==> src/rtl/vc_wrr_scheduler_if.sv <==
// VC-side read handshake and D-side write bus shared by the scheduler and
// its surrounding FIFOs. The scheduler takes the master modport.
interface vc_wrr_scheduler_if #(
    parameter int BW = 6
);
    logic          VC0_empty;
    logic          VC1_empty;
    logic [BW-1:0] VC0_data_out;
    logic [BW-1:0] VC1_data_out;
    logic          VC0_rd;
    logic          VC1_rd;
    logic          D0_almost_full;
    logic          D1_almost_full;
    logic          D0_wr;
    logic          D1_wr;
    logic [BW-1:0] D_data_in;

    modport master (
        input  VC0_empty, VC1_empty, VC0_data_out, VC1_data_out,
        input  D0_almost_full, D1_almost_full,
        output VC0_rd, VC1_rd, D0_wr, D1_wr, D_data_in
    );

    modport slave (
        output VC0_empty, VC1_empty, VC0_data_out, VC1_data_out,
        output D0_almost_full, D1_almost_full,
        input  VC0_rd, VC1_rd, D0_wr, D1_wr, D_data_in
    );
endinterface

==> src/rtl/vc_wrr_scheduler.sv <==
// Weighted round-robin scheduler from the VC0/VC1 FIFOs to the D0/D1 FIFOs.
// One word per cycle is popped from the granted VC; the word arrives one
// cycle later and is steered to D0 or D1 by its destination bit.
module vc_wrr_scheduler #(
    parameter int BW = 6,
    parameter int WW = 4,
    parameter int CW = 8
) (
    input  logic                clk,
    input  logic                reset_L,
    input  logic                init,
    input  logic [WW-1:0]       Peso_VC0,
    input  logic [WW-1:0]       Peso_VC1,
    vc_wrr_scheduler_if.master  bus,
    output logic                idle_out,
    output logic                active_out,
    output logic                pause_out,
    output logic [CW-1:0]       cnt_VC0,
    output logic [CW-1:0]       cnt_VC1
);

    typedef enum logic [1:0] {
        S_INIT   = 2'd0,
        S_IDLE   = 2'd1,
        S_ACTIVE = 2'd2,
        S_PAUSE  = 2'd3
    } state_t;

    // A zero weight would starve its VC, so it is clamped up to one word.
    function automatic logic [WW-1:0] clamp_weight(input logic [WW-1:0] w);
        return (w == '0) ? WW'(1) : w;
    endfunction

    state_t        state_q, state_d;
    logic          cur_vc_q, cur_vc_d;
    logic [WW-1:0] credit_q, credit_d;
    logic [WW-1:0] w0_q, w0_d;
    logic [WW-1:0] w1_q, w1_d;
    logic          vld_p1_q;
    logic          vc_p1_q;
    logic [CW-1:0] cnt0_q, cnt1_q;

    logic          stall;
    logic          cur_ne, oth_ne, any_ne;
    logic [WW-1:0] w_cur, w_oth;
    logic [WW-1:0] credit_use;
    logic          grant;
    logic          grant_vc;

    assign stall  = bus.D0_almost_full | bus.D1_almost_full;
    assign cur_ne = cur_vc_q ? ~bus.VC1_empty : ~bus.VC0_empty;
    assign oth_ne = cur_vc_q ? ~bus.VC0_empty : ~bus.VC1_empty;
    assign any_ne = ~bus.VC0_empty | ~bus.VC1_empty;
    assign w_cur  = cur_vc_q ? w1_q : w0_q;
    assign w_oth  = cur_vc_q ? w0_q : w1_q;

    // Grant selection, credit bookkeeping and next-state decode.
    always_comb begin
        state_d    = state_q;
        cur_vc_d   = cur_vc_q;
        credit_d   = credit_q;
        w0_d       = w0_q;
        w1_d       = w1_q;
        credit_use = credit_q;
        grant      = 1'b0;
        grant_vc   = 1'b0;

        if (state_q != S_INIT && !init && !stall) begin
            if (cur_ne && (credit_q != '0 || !oth_ne)) begin
                // Stay on the current VC; an exhausted turn with nobody else
                // waiting restarts from this VC's own weight.
                grant      = 1'b1;
                grant_vc   = cur_vc_q;
                credit_use = (credit_q != '0) ? credit_q : w_cur;
                if (credit_use == WW'(1)) begin
                    cur_vc_d = ~cur_vc_q;
                    credit_d = w_oth;
                end else begin
                    credit_d = credit_use - WW'(1);
                end
            end else if (oth_ne) begin
                // Hand the turn over; this grant consumes one word of it.
                grant    = 1'b1;
                grant_vc = ~cur_vc_q;
                cur_vc_d = ~cur_vc_q;
                credit_d = w_oth - WW'(1);
            end
        end

        case (state_q)
            S_INIT: begin
                w0_d     = clamp_weight(Peso_VC0);
                w1_d     = clamp_weight(Peso_VC1);
                cur_vc_d = 1'b0;
                credit_d = clamp_weight(Peso_VC0);
                state_d  = S_IDLE;
            end
            S_IDLE: begin
                if (any_ne) state_d = stall ? S_PAUSE : S_ACTIVE;
            end
            S_ACTIVE: begin
                if (stall)        state_d = S_PAUSE;
                else if (!any_ne) state_d = S_IDLE;
            end
            S_PAUSE: begin
                if (!stall) state_d = any_ne ? S_ACTIVE : S_IDLE;
            end
            default: state_d = S_INIT;
        endcase

        if (init) state_d = S_INIT;
    end

    // Control state: FSM, turn owner, credit and latched weights.
    always_ff @(posedge clk) begin
        if (!reset_L) begin
            state_q  <= S_INIT;
            cur_vc_q <= 1'b0;
            credit_q <= '0;
            w0_q     <= WW'(1);
            w1_q     <= WW'(1);
        end else begin
            state_q  <= state_d;
            cur_vc_q <= cur_vc_d;
            credit_q <= credit_d;
            w0_q     <= w0_d;
            w1_q     <= w1_d;
        end
    end

    // Stage p0 -> p1: remember which VC was popped so its read data can be
    // forwarded when the FIFO presents it next cycle.
    always_ff @(posedge clk) begin
        if (!reset_L) begin
            vld_p1_q <= 1'b0;
            vc_p1_q  <= 1'b0;
        end else begin
            vld_p1_q <= grant;
            vc_p1_q  <= grant_vc;
        end
    end

    // Per-VC grant counters, free-running and wrapping.
    always_ff @(posedge clk) begin
        if (!reset_L) begin
            cnt0_q <= '0;
            cnt1_q <= '0;
        end else begin
            if (bus.VC0_rd) cnt0_q <= cnt0_q + CW'(1);
            if (bus.VC1_rd) cnt1_q <= cnt1_q + CW'(1);
        end
    end

    assign bus.VC0_rd    = grant & ~grant_vc;
    assign bus.VC1_rd    = grant &  grant_vc;
    assign bus.D_data_in = vld_p1_q ? (vc_p1_q ? bus.VC1_data_out : bus.VC0_data_out) : '0;
    assign bus.D0_wr     = vld_p1_q & ~bus.D_data_in[BW-2];
    assign bus.D1_wr     = vld_p1_q &  bus.D_data_in[BW-2];

    assign idle_out   = (state_q == S_IDLE);
    assign active_out = (state_q == S_ACTIVE);
    assign pause_out  = (state_q == S_PAUSE);
    assign cnt_VC0    = cnt0_q;
    assign cnt_VC1    = cnt1_q;

endmodule
==> src/flat_wrapper.sv <==
// flat-port wrapper written by rule: the top's interface ports become plain ports
module vc_wrr_scheduler_flat 
#(
    parameter int BW = 6,
    parameter int WW = 4,
    parameter int CW = 8
)
  (clk, reset_L, init, Peso_VC0, Peso_VC1, idle_out, active_out, pause_out, cnt_VC0, cnt_VC1, bus_VC0_empty, bus_VC1_empty, bus_VC0_data_out, bus_VC1_data_out, bus_D0_almost_full, bus_D1_almost_full, bus_VC0_rd, bus_VC1_rd, bus_D0_wr, bus_D1_wr, bus_D_data_in);
  vc_wrr_scheduler_if #(.BW(BW)) bus_i ();
  input  logic clk;
  input  logic reset_L;
  input  logic init;
  input  logic [WW-1:0] Peso_VC0;
  input  logic [WW-1:0] Peso_VC1;
  output logic idle_out;
  output logic active_out;
  output logic pause_out;
  output logic [CW-1:0] cnt_VC0;
  output logic [CW-1:0] cnt_VC1;
  input wire logic [$bits(bus_i.VC0_empty)-1:0] bus_VC0_empty;
  input wire logic [$bits(bus_i.VC1_empty)-1:0] bus_VC1_empty;
  input wire logic [$bits(bus_i.VC0_data_out)-1:0] bus_VC0_data_out;
  input wire logic [$bits(bus_i.VC1_data_out)-1:0] bus_VC1_data_out;
  input wire logic [$bits(bus_i.D0_almost_full)-1:0] bus_D0_almost_full;
  input wire logic [$bits(bus_i.D1_almost_full)-1:0] bus_D1_almost_full;
  output wire logic [$bits(bus_i.VC0_rd)-1:0] bus_VC0_rd;
  output wire logic [$bits(bus_i.VC1_rd)-1:0] bus_VC1_rd;
  output wire logic [$bits(bus_i.D0_wr)-1:0] bus_D0_wr;
  output wire logic [$bits(bus_i.D1_wr)-1:0] bus_D1_wr;
  output wire logic [$bits(bus_i.D_data_in)-1:0] bus_D_data_in;
  assign bus_i.VC0_empty = bus_VC0_empty;
  assign bus_i.VC1_empty = bus_VC1_empty;
  assign bus_i.VC0_data_out = bus_VC0_data_out;
  assign bus_i.VC1_data_out = bus_VC1_data_out;
  assign bus_i.D0_almost_full = bus_D0_almost_full;
  assign bus_i.D1_almost_full = bus_D1_almost_full;
  assign bus_VC0_rd = bus_i.VC0_rd;
  assign bus_VC1_rd = bus_i.VC1_rd;
  assign bus_D0_wr = bus_i.D0_wr;
  assign bus_D1_wr = bus_i.D1_wr;
  assign bus_D_data_in = bus_i.D_data_in;
  vc_wrr_scheduler #(.BW(BW), .WW(WW), .CW(CW)) u_core (.clk(clk), .reset_L(reset_L), .init(init), .Peso_VC0(Peso_VC0), .Peso_VC1(Peso_VC1), .bus(bus_i), .idle_out(idle_out), .active_out(active_out), .pause_out(pause_out), .cnt_VC0(cnt_VC0), .cnt_VC1(cnt_VC1));
endmodule
==> config.mk <==
export PLATFORM = sky130hd
export DESIGN_NAME = vc_wrr_scheduler_flat
export DESIGN_NICKNAME = d
export VERILOG_FILES = /design/src/rtl/vc_wrr_scheduler_if.sv /design/src/rtl/vc_wrr_scheduler.sv /design/src/flat_wrapper.sv
export SDC_FILE = /design/constraint.sdc
export NUM_CORES = 1
export LEC_CHECK = 0
export CAP_MARGIN = 20
export CORE_ASPECT_RATIO = 1.5
export CORE_MARGIN = 1
export CORE_UTILIZATION = 30
export DETAILED_ROUTE_END_ITERATION = 16
export PLACE_DENSITY_LB_ADDON = 0.08
export REMOVE_ABC_BUFFERS = 1
export SETUP_SLACK_MARGIN = 0.4
export SLEW_MARGIN = 20
export SYNTH_ARGS = -nofsm -noshare
export SYNTH_HDL_FRONTEND = slang
export SYNTH_SLANG_ARGS = --single-unit
==> constraint.sdc <==
create_clock -name clk -period 3.1 [get_ports clk]
set_input_delay 0.31 -clock clk [delete_from_list [all_inputs] [get_ports clk]]
set_output_delay 0.31 -clock clk [all_outputs]
set_load 0.02 [all_outputs]
### After elaboration in Yosys (flattened, before gate mapping)

Cells that the tools add are included.

| storage, ports and cells | value |
|---|---|
| output and inout bits | 29 |
| bits in registers | 33 |
| bits of input ports | 27 |
| logic and storage cells | 83 |

| cells by class | value |
|---|---|
| reduce and logical (&&, ||, !) cells | 20 |
| mux-type cells | 30 |
| bitwise gates (word level) | 12 |
| equality and inequality tests | 8 |
| add/subtract/negate cells | 4 |

Operator list:

| kind | number |
|---|---|
| 4-bit two-way mux | 10 |
| 8-bit by 1-bit adder with 8-bit output, second input constant | 2 |
| 1-bit two-way mux | 12 |
| 6-bit two-way mux | 2 |
| 2-bit two-way mux | 5 |
| 4-bit zero test | 2 |
| 2-bit one-hot mux with 4 select lines | 1 |
| 4-bit by 1-bit subtractor with 4-bit output, second input constant | 2 |
| 1-bit inverter | 6 |
| 3-bit AND reduction | 2 |
| 2-bit nonzero test | 3 |
| 1-bit bitwise AND | 4 |
| 2-bit == test, second input constant | 2 |
| 4-bit by 1-bit == test with 1-bit output, second input constant | 1 |
| 2-bit != test, second input constant | 2 |
| 4-bit nonzero test | 1 |
| 2-bit OR reduction | 2 |
| 1-bit logical AND | 3 |
| 1-bit zero test | 3 |
| 3-bit by 2-bit != test with 1-bit output, second input constant | 1 |
| 3-bit nonzero test | 1 |
| 2-bit by 1-bit == test with 1-bit output, second input constant | 1 |
| 2-bit zero test | 1 |
| 2-bit by 1-bit != test with 1-bit output, second input constant | 1 |
| other kinds (3) | 4 |

### Depth between registers and ports, before layout

| depth | value |
|---|---|
| word-level depth | 9 |
| depth in mapped cells | 10 |
| gate-level depth less buffers | 8 |

### Worst setup path after synthesis

No wires, ideal clock.

| timing path | value |
|---|---|
| path type | flip-flop to flip-flop |
| from | register u_core.cur_vc_q |
| to | register u_core.credit_q[2] |
| data arrival time | 2.418 ns |
| path slack | 0.565 ns |
| clock period less this slack | 2.535 ns |
| data required time | 2.983 ns |
| cell stages (with the launch flop) | 11 |
| buffers on the path | 2 |
| setup time | 0.117 ns |
| cell sequence | dfxtp_1 -> buf_2 -> clkbuf_1 -> mux2_2 -> a21oi_1 -> ha_1 -> nand2b_1 -> a21oi_1 -> a21oi_1 -> a311o_1 -> a22o_1 |

| between the ends | value |
|---|---|
| cells in the longest elaborated chain, start to end | 7 |
| elaborated cells on any way between the ends | 18 |
| those cells by class | 2 x add/sub; 1 x eq/ne; 10 x mux; 5 x reduce/logical |

Ends and longest elaborated chain:

| what | line | text |
|---|---|---|
| from (decl) | vc_wrr_scheduler.sv:35 | `logic cur_vc_q, cur_vc_d;` |
| from (signal assigned) | vc_wrr_scheduler.sv:124 | `cur_vc_q <= cur_vc_d;` |
| 4-bit two-way mux / 1-bit two-way mux (equally long branches) | vc_wrr_scheduler.sv:54, vc_wrr_scheduler.sv:52 |  |
| 4-bit two-way mux / 1-bit zero test (equally long branches) | vc_wrr_scheduler.sv:74, vc_wrr_scheduler.sv:69 |  |
| 4-bit by 1-bit subtractor with 4-bit output, or another cell as far along | vc_wrr_scheduler.sv:79 | `credit_d = credit_use - WW'(1);` |
| 4-bit two-way mux / 1-bit logical AND (equally long branches) | vc_wrr_scheduler.sv:75, vc_wrr_scheduler.sv:69 |  |
| 4-bit two-way mux | vc_wrr_scheduler.sv:69 | `if (cur_ne && (credit_q != '0 \|\| !oth_ne)) begin` |
| 4-bit two-way mux | vc_wrr_scheduler.sv:68 | `if (state_q != S_INIT && !init && !stall) begin` |
| 4-bit two-way mux | vc_wrr_scheduler.sv:90 | `case (state_q)` |
| to (signal assigned) | vc_wrr_scheduler.sv:125 | `credit_q <= credit_d;` |
| to (decl) | vc_wrr_scheduler.sv:36 | `logic [WW-1:0] credit_q, credit_d;` |

Parallel ways exist; a longest one is shown, timed or not. The select of a mux whose other input is x is not followed.
A chain may end at the register's enable or synchronous reset.

### Worst setup path in the final report

| timing path | value |
|---|---|
| from | register u_core.credit_q[0] |
| to | register u_core.credit_q[1] |

| between the ends | value |
|---|---|
| cells in the longest elaborated chain, start to end | 7 |
| elaborated cells on any way between the ends | 12 |
| those cells by class | 1 x add/sub; 1 x eq/ne; 5 x mux; 5 x reduce/logical |

Ends and longest elaborated chain:

| what | line | text |
|---|---|---|
| 4-bit nonzero test | vc_wrr_scheduler.sv:69, vc_wrr_scheduler.sv:74 |  |
| 4-bit two-way mux | vc_wrr_scheduler.sv:74 | `credit_use = (credit_q != '0) ? credit_q : w_cur;` |
| 4-bit by 1-bit subtractor with 4-bit output / 4-bit by 1-bit == test with 1-bit output (equally long branches) | vc_wrr_scheduler.sv:79, vc_wrr_scheduler.sv:75 |  |
| 4-bit two-way mux | vc_wrr_scheduler.sv:75 | `if (credit_use == WW'(1)) begin` |
| 4-bit two-way mux | vc_wrr_scheduler.sv:69 |  |
| 4-bit two-way mux | vc_wrr_scheduler.sv:68 |  |
| 4-bit two-way mux | vc_wrr_scheduler.sv:90 |  |

Parallel ways exist; a longest one is shown, timed or not. The select of a mux whose other input is x is not followed.

==> summary.md <==
| Metric | Value |
|---|---|
| MaxCap Viol Count | `0` |
| IO Port Bufs | `55` |
| Avg Synthesized Cell Area | `approximately 8.3 um2` |
| Reg2Reg Capture Point | `u_core.credit_q[1]` |
| Endpoints failing setup | `0` |
| Total gr overflow | `0` |
| Seq/Total Area, Yosys | `32.4%` |
| Reg2reg setup slack | `0.53 ns` |
| Number of enable flip-flop cells after synthesis | `0` |
| Final hold vios | `0` |
| Crit path max-delay family | `simple AND/OR/NAND/NOR gates` |
| H-tree levels | `2` |
| Die Y | `around 100 um` |
| RSZ-0062 raised after global routing | `false` |
| Num Clock Sinks | `33` |
| Slew Viols, Final | `0` |
| Slew Limit Headroom | `roughly 64%` |
| Yosys reg bits | `33` |
| Minimum clock period | `2.57 ns` |
| Crit Reg-Reg Startpoint | `u_core.credit_q[0]` |
| CP required | `between 3 and 4 ns` |
| Clock Skew | `0.00626 ns` |
| Layout Nets | `roughly 340` |
| Total track usage | `roughly 16%` |
| Routability cong. | `around 0.82` |
| Crit path kind | `reg -> reg` |
| Main synth FF type | `dfxtp_1` |
| CTS clk-pin slew, worst paths | `approximately 0.070 ns` |
| Die Wd | `roughly 70 um` |
| Antenna-violating nets left | `0` |
| CP endpoint kind | `flip-flop` |
| Synth cell types | `46` |
| Skew-Pair Late Insertion Delay | `0.29 ns` |
| Clk buf depth | `2` |
| CP Max Fanout | `6` |
| Asr flop ratio synth | `0%` |
| Hold Path Origin | `u_core.w0_q[3]` |
| Pwr/cell area | `around 380 nW/um2` |
| Largest net degree at the start of global routing | `17` |
| CTS hold repair buffers | `0` |
| Mapped cell area | `about 2000 um2` |
| WHS Endpoint | `u_core.w0_q[3]` |
| CP peak stage delay | `between 0.6 and 0.7 ns` |
| Drt drc | `0` |
| Post-Route WL | `between 5 and 6 mm` |
| HP Class | `reg -> reg` |
| Hold path cells | `2` |
| I/O pin count | `56` |
| CP max-delay cell | `or4_4` |
| Maximum VDD drop | `between 150 and 200 uV` |
| # rows | `36` |
| Share of post-route cells with drive strength above 1 | `approximately 11%` |
| Critical path, cell by cell | `or4_4 -> o21bai_1 -> ha_1 -> nand2b_1 -> nor2_1 -> nand2_1 -> mux2_2 -> o311ai_0` |
| Ys Warns | `0` |
| Fmax | `between 0.3 and 0.4 GHz` |
| First DRT Iteration DRCs | `between 40 and 50` |
| Hpwl dp | `approximately 4.1 mm` |
| Post-Route Setup TNS | `0 ns` |
| Die area | `about 7100 um2` |
| Starting Density | `a little under a third` |
| Commonest non-fill, non-tap cell in the layout | `clkdlybuf4s50_1` |
| Post-Syn Instances | `~250` |
| TritonCTS buffer count | `5` |
| Post-DR wirelength/cell | `~14 um` |
| DRT Pass-1 Iters | `4` |
| Core Area | `6530 um2` |
| CP Data Arrival Time | `2.75 ns` |
| FF-to-FF path depth | `8` |
| Routed vias/inst | `approximately 5.2` |
| Area growth syn-to-layout | `39.8%` |
| Vias in the first global route | `1953` |
| Initial antenna violation count | `0` |
| Outcome | `complete, no violations` |
| Final core utilization | `43.6%` |
| Worst-margin pin slew | `0.543 ns` |
| Vias | `around 2000` |
| P_leak | `1.02 nW` |
| Root buffer cell | `clkbuf_8` |
| TritonCTS clock tree | `done` |
| Final worst-path cycle share | `a little over 80%` |
| Antenna cells | `0` |
| Critical path buffers and inverters | `0` |
| First-pass GRT wire length | `approximately 8.8 mm` |
| Critical Path Source Type | `flip-flop` |
| Commonest non-fill, non-tap cells in the layout | `clkdlybuf4s50_1 (54), dfxtp_1 (33), nand2_1 (24)` |
==> state kept, by name (all words and copies together) (netlist names) <==
register	cells
u_core.cnt_VC0	8
u_core.cnt_VC1	8
u_core.credit_q	4
u_core.w0_q	4
u_core.w1_q	4
u_core.state_q	2
u_core.cur_vc_q	1
u_core.vc_p1_q	1
u_core.vld_p1_q	1
==> repair_timing <==
action,CTS,global route
gates resized for setup,5,1
endpoints found under the setup margin,2,1
buffers inserted,0,0
==> final cells by class <==
type	instances	area, um2
clock buffers	7	86.3
clock inverters	1	30.0
fillers	664	3680
inverters	8	30.0
multi-input cells	192	1330
flip-flops and latches	33	661
well taps	76	95.1
repair buffers	64	617
==> worst min-delay path: cells and delay by family (launching register included) <==
family,cells,cell delay (ns)
AOI/OAI and AO/OA,1,0.05
DFF,1,0.32
and+or+nand+nor,1,0.06
==> synthesized netlist by cell type, types with 3 or more instances <==
master	count	share of area, %
nor4_2	3	1.8
dfxtp_1	33	32
clkbuf_1	9	1.7
and2_1	4	1.2
inv_1	8	1.5
nor2b_1	8	2.5
xor2_1	8	3.4
o21ai_0	12	2.9
mux2i_1	13	6.4
nand2b_1	4	1.2
nor3_1	6	1.5
or3_1	9	2.8
o31ai_1	4	1.5
nand3_1	6	1.5
a31oi_1	4	1.2
ha_1	5	3.1
o2111ai_1	3	1.3
nand2_1	24	4.4
o211ai_1	8	2.9
mux2_2	5	2.8
nor2_1	16	2.9
a21oi_1	21	5.2
or2_2	3	0.92
==> worst max-delay path by stage <==
stage	startpoint	endpoint	slack (ns)	cells after the start
final	u_core.credit_q[0]	u_core.credit_q[1]	0.53	8
after global routing	u_core.credit_q[0]	bus_VC0_rd	0.42	6
after CTS	u_core.credit_q[0]	bus_VC0_rd	0.52	6
after global placement	bus_D1_almost_full	bus_VC1_rd	0.29	6
after floorplan	u_core.cur_vc_q	u_core.credit_q[2]	0.62	8
after detailed placement	bus_D1_almost_full	bus_VC1_rd	0.24	6
==> per-stage QoR <==
step / cell area (um2) / power [mW] / cells / hold slack [ns] / setup WS [ns]
2_1_floorplan: 1990 / 0.574 / 233 / 0.372 / 0.625
3_3_place_gp: 2700 / 0.663 / 373 / 0.458 / 0.286
3_5_place_dp: 2700 / 0.662 / 373 / 0.464 / 0.238
4_1_cts: 2840 / 1.10 / 381 / 0.476 / 0.523
5_1_grt: 2850 / 1.14 / 381 / 0.508 / 0.421
6_report: 2850 / 1.09 / 381 / 0.476 / 0.532
==> report_power, final <==
| group | switching (mW) | internal [mW] | leakage (nW) |
|---|---|---|---|
| Sequential | 0.0193 | 0.437 | 0.269 |
| Combinational | 0.107 | 0.0990 | 0.690 |
| Clock | 0.167 | 0.262 | 0.0585 |
| Total | 0.294 | 0.798 | 1.02 |
==> metal layers <==
| metal | part of all wire (%) | GRT usage [%] | vias to the layer above |
|---|---|---|---|
| li1 | - | - | 1007 |
| met1 | 42 | 16.7 | 912 |
| met2 | 51 | 29.8 | 64 |
| met3 | 4.5 | 2.74 | 12 |
| met4 | 2.6 | 6.59 | 0 |
| met5 | 0 | 0 | - |
==> kinds of logic (layout without fill, tap and decap cells) <==
kind of cell,after synthesis,in the layout,share of synthesized area (%)
AOI/OAI and AO/OA,67,67,22.0
xor gates and xnor gates,11,11,5.64
adders and majority gates,5,5,3.07
buffers and inverters,20,80,4.11
DFF,33,33,32.4
muxes,18,18,9.14
and+or+nand+nor,91,91,23.6
No activity file was read; power rests on OpenSTA's default activity.
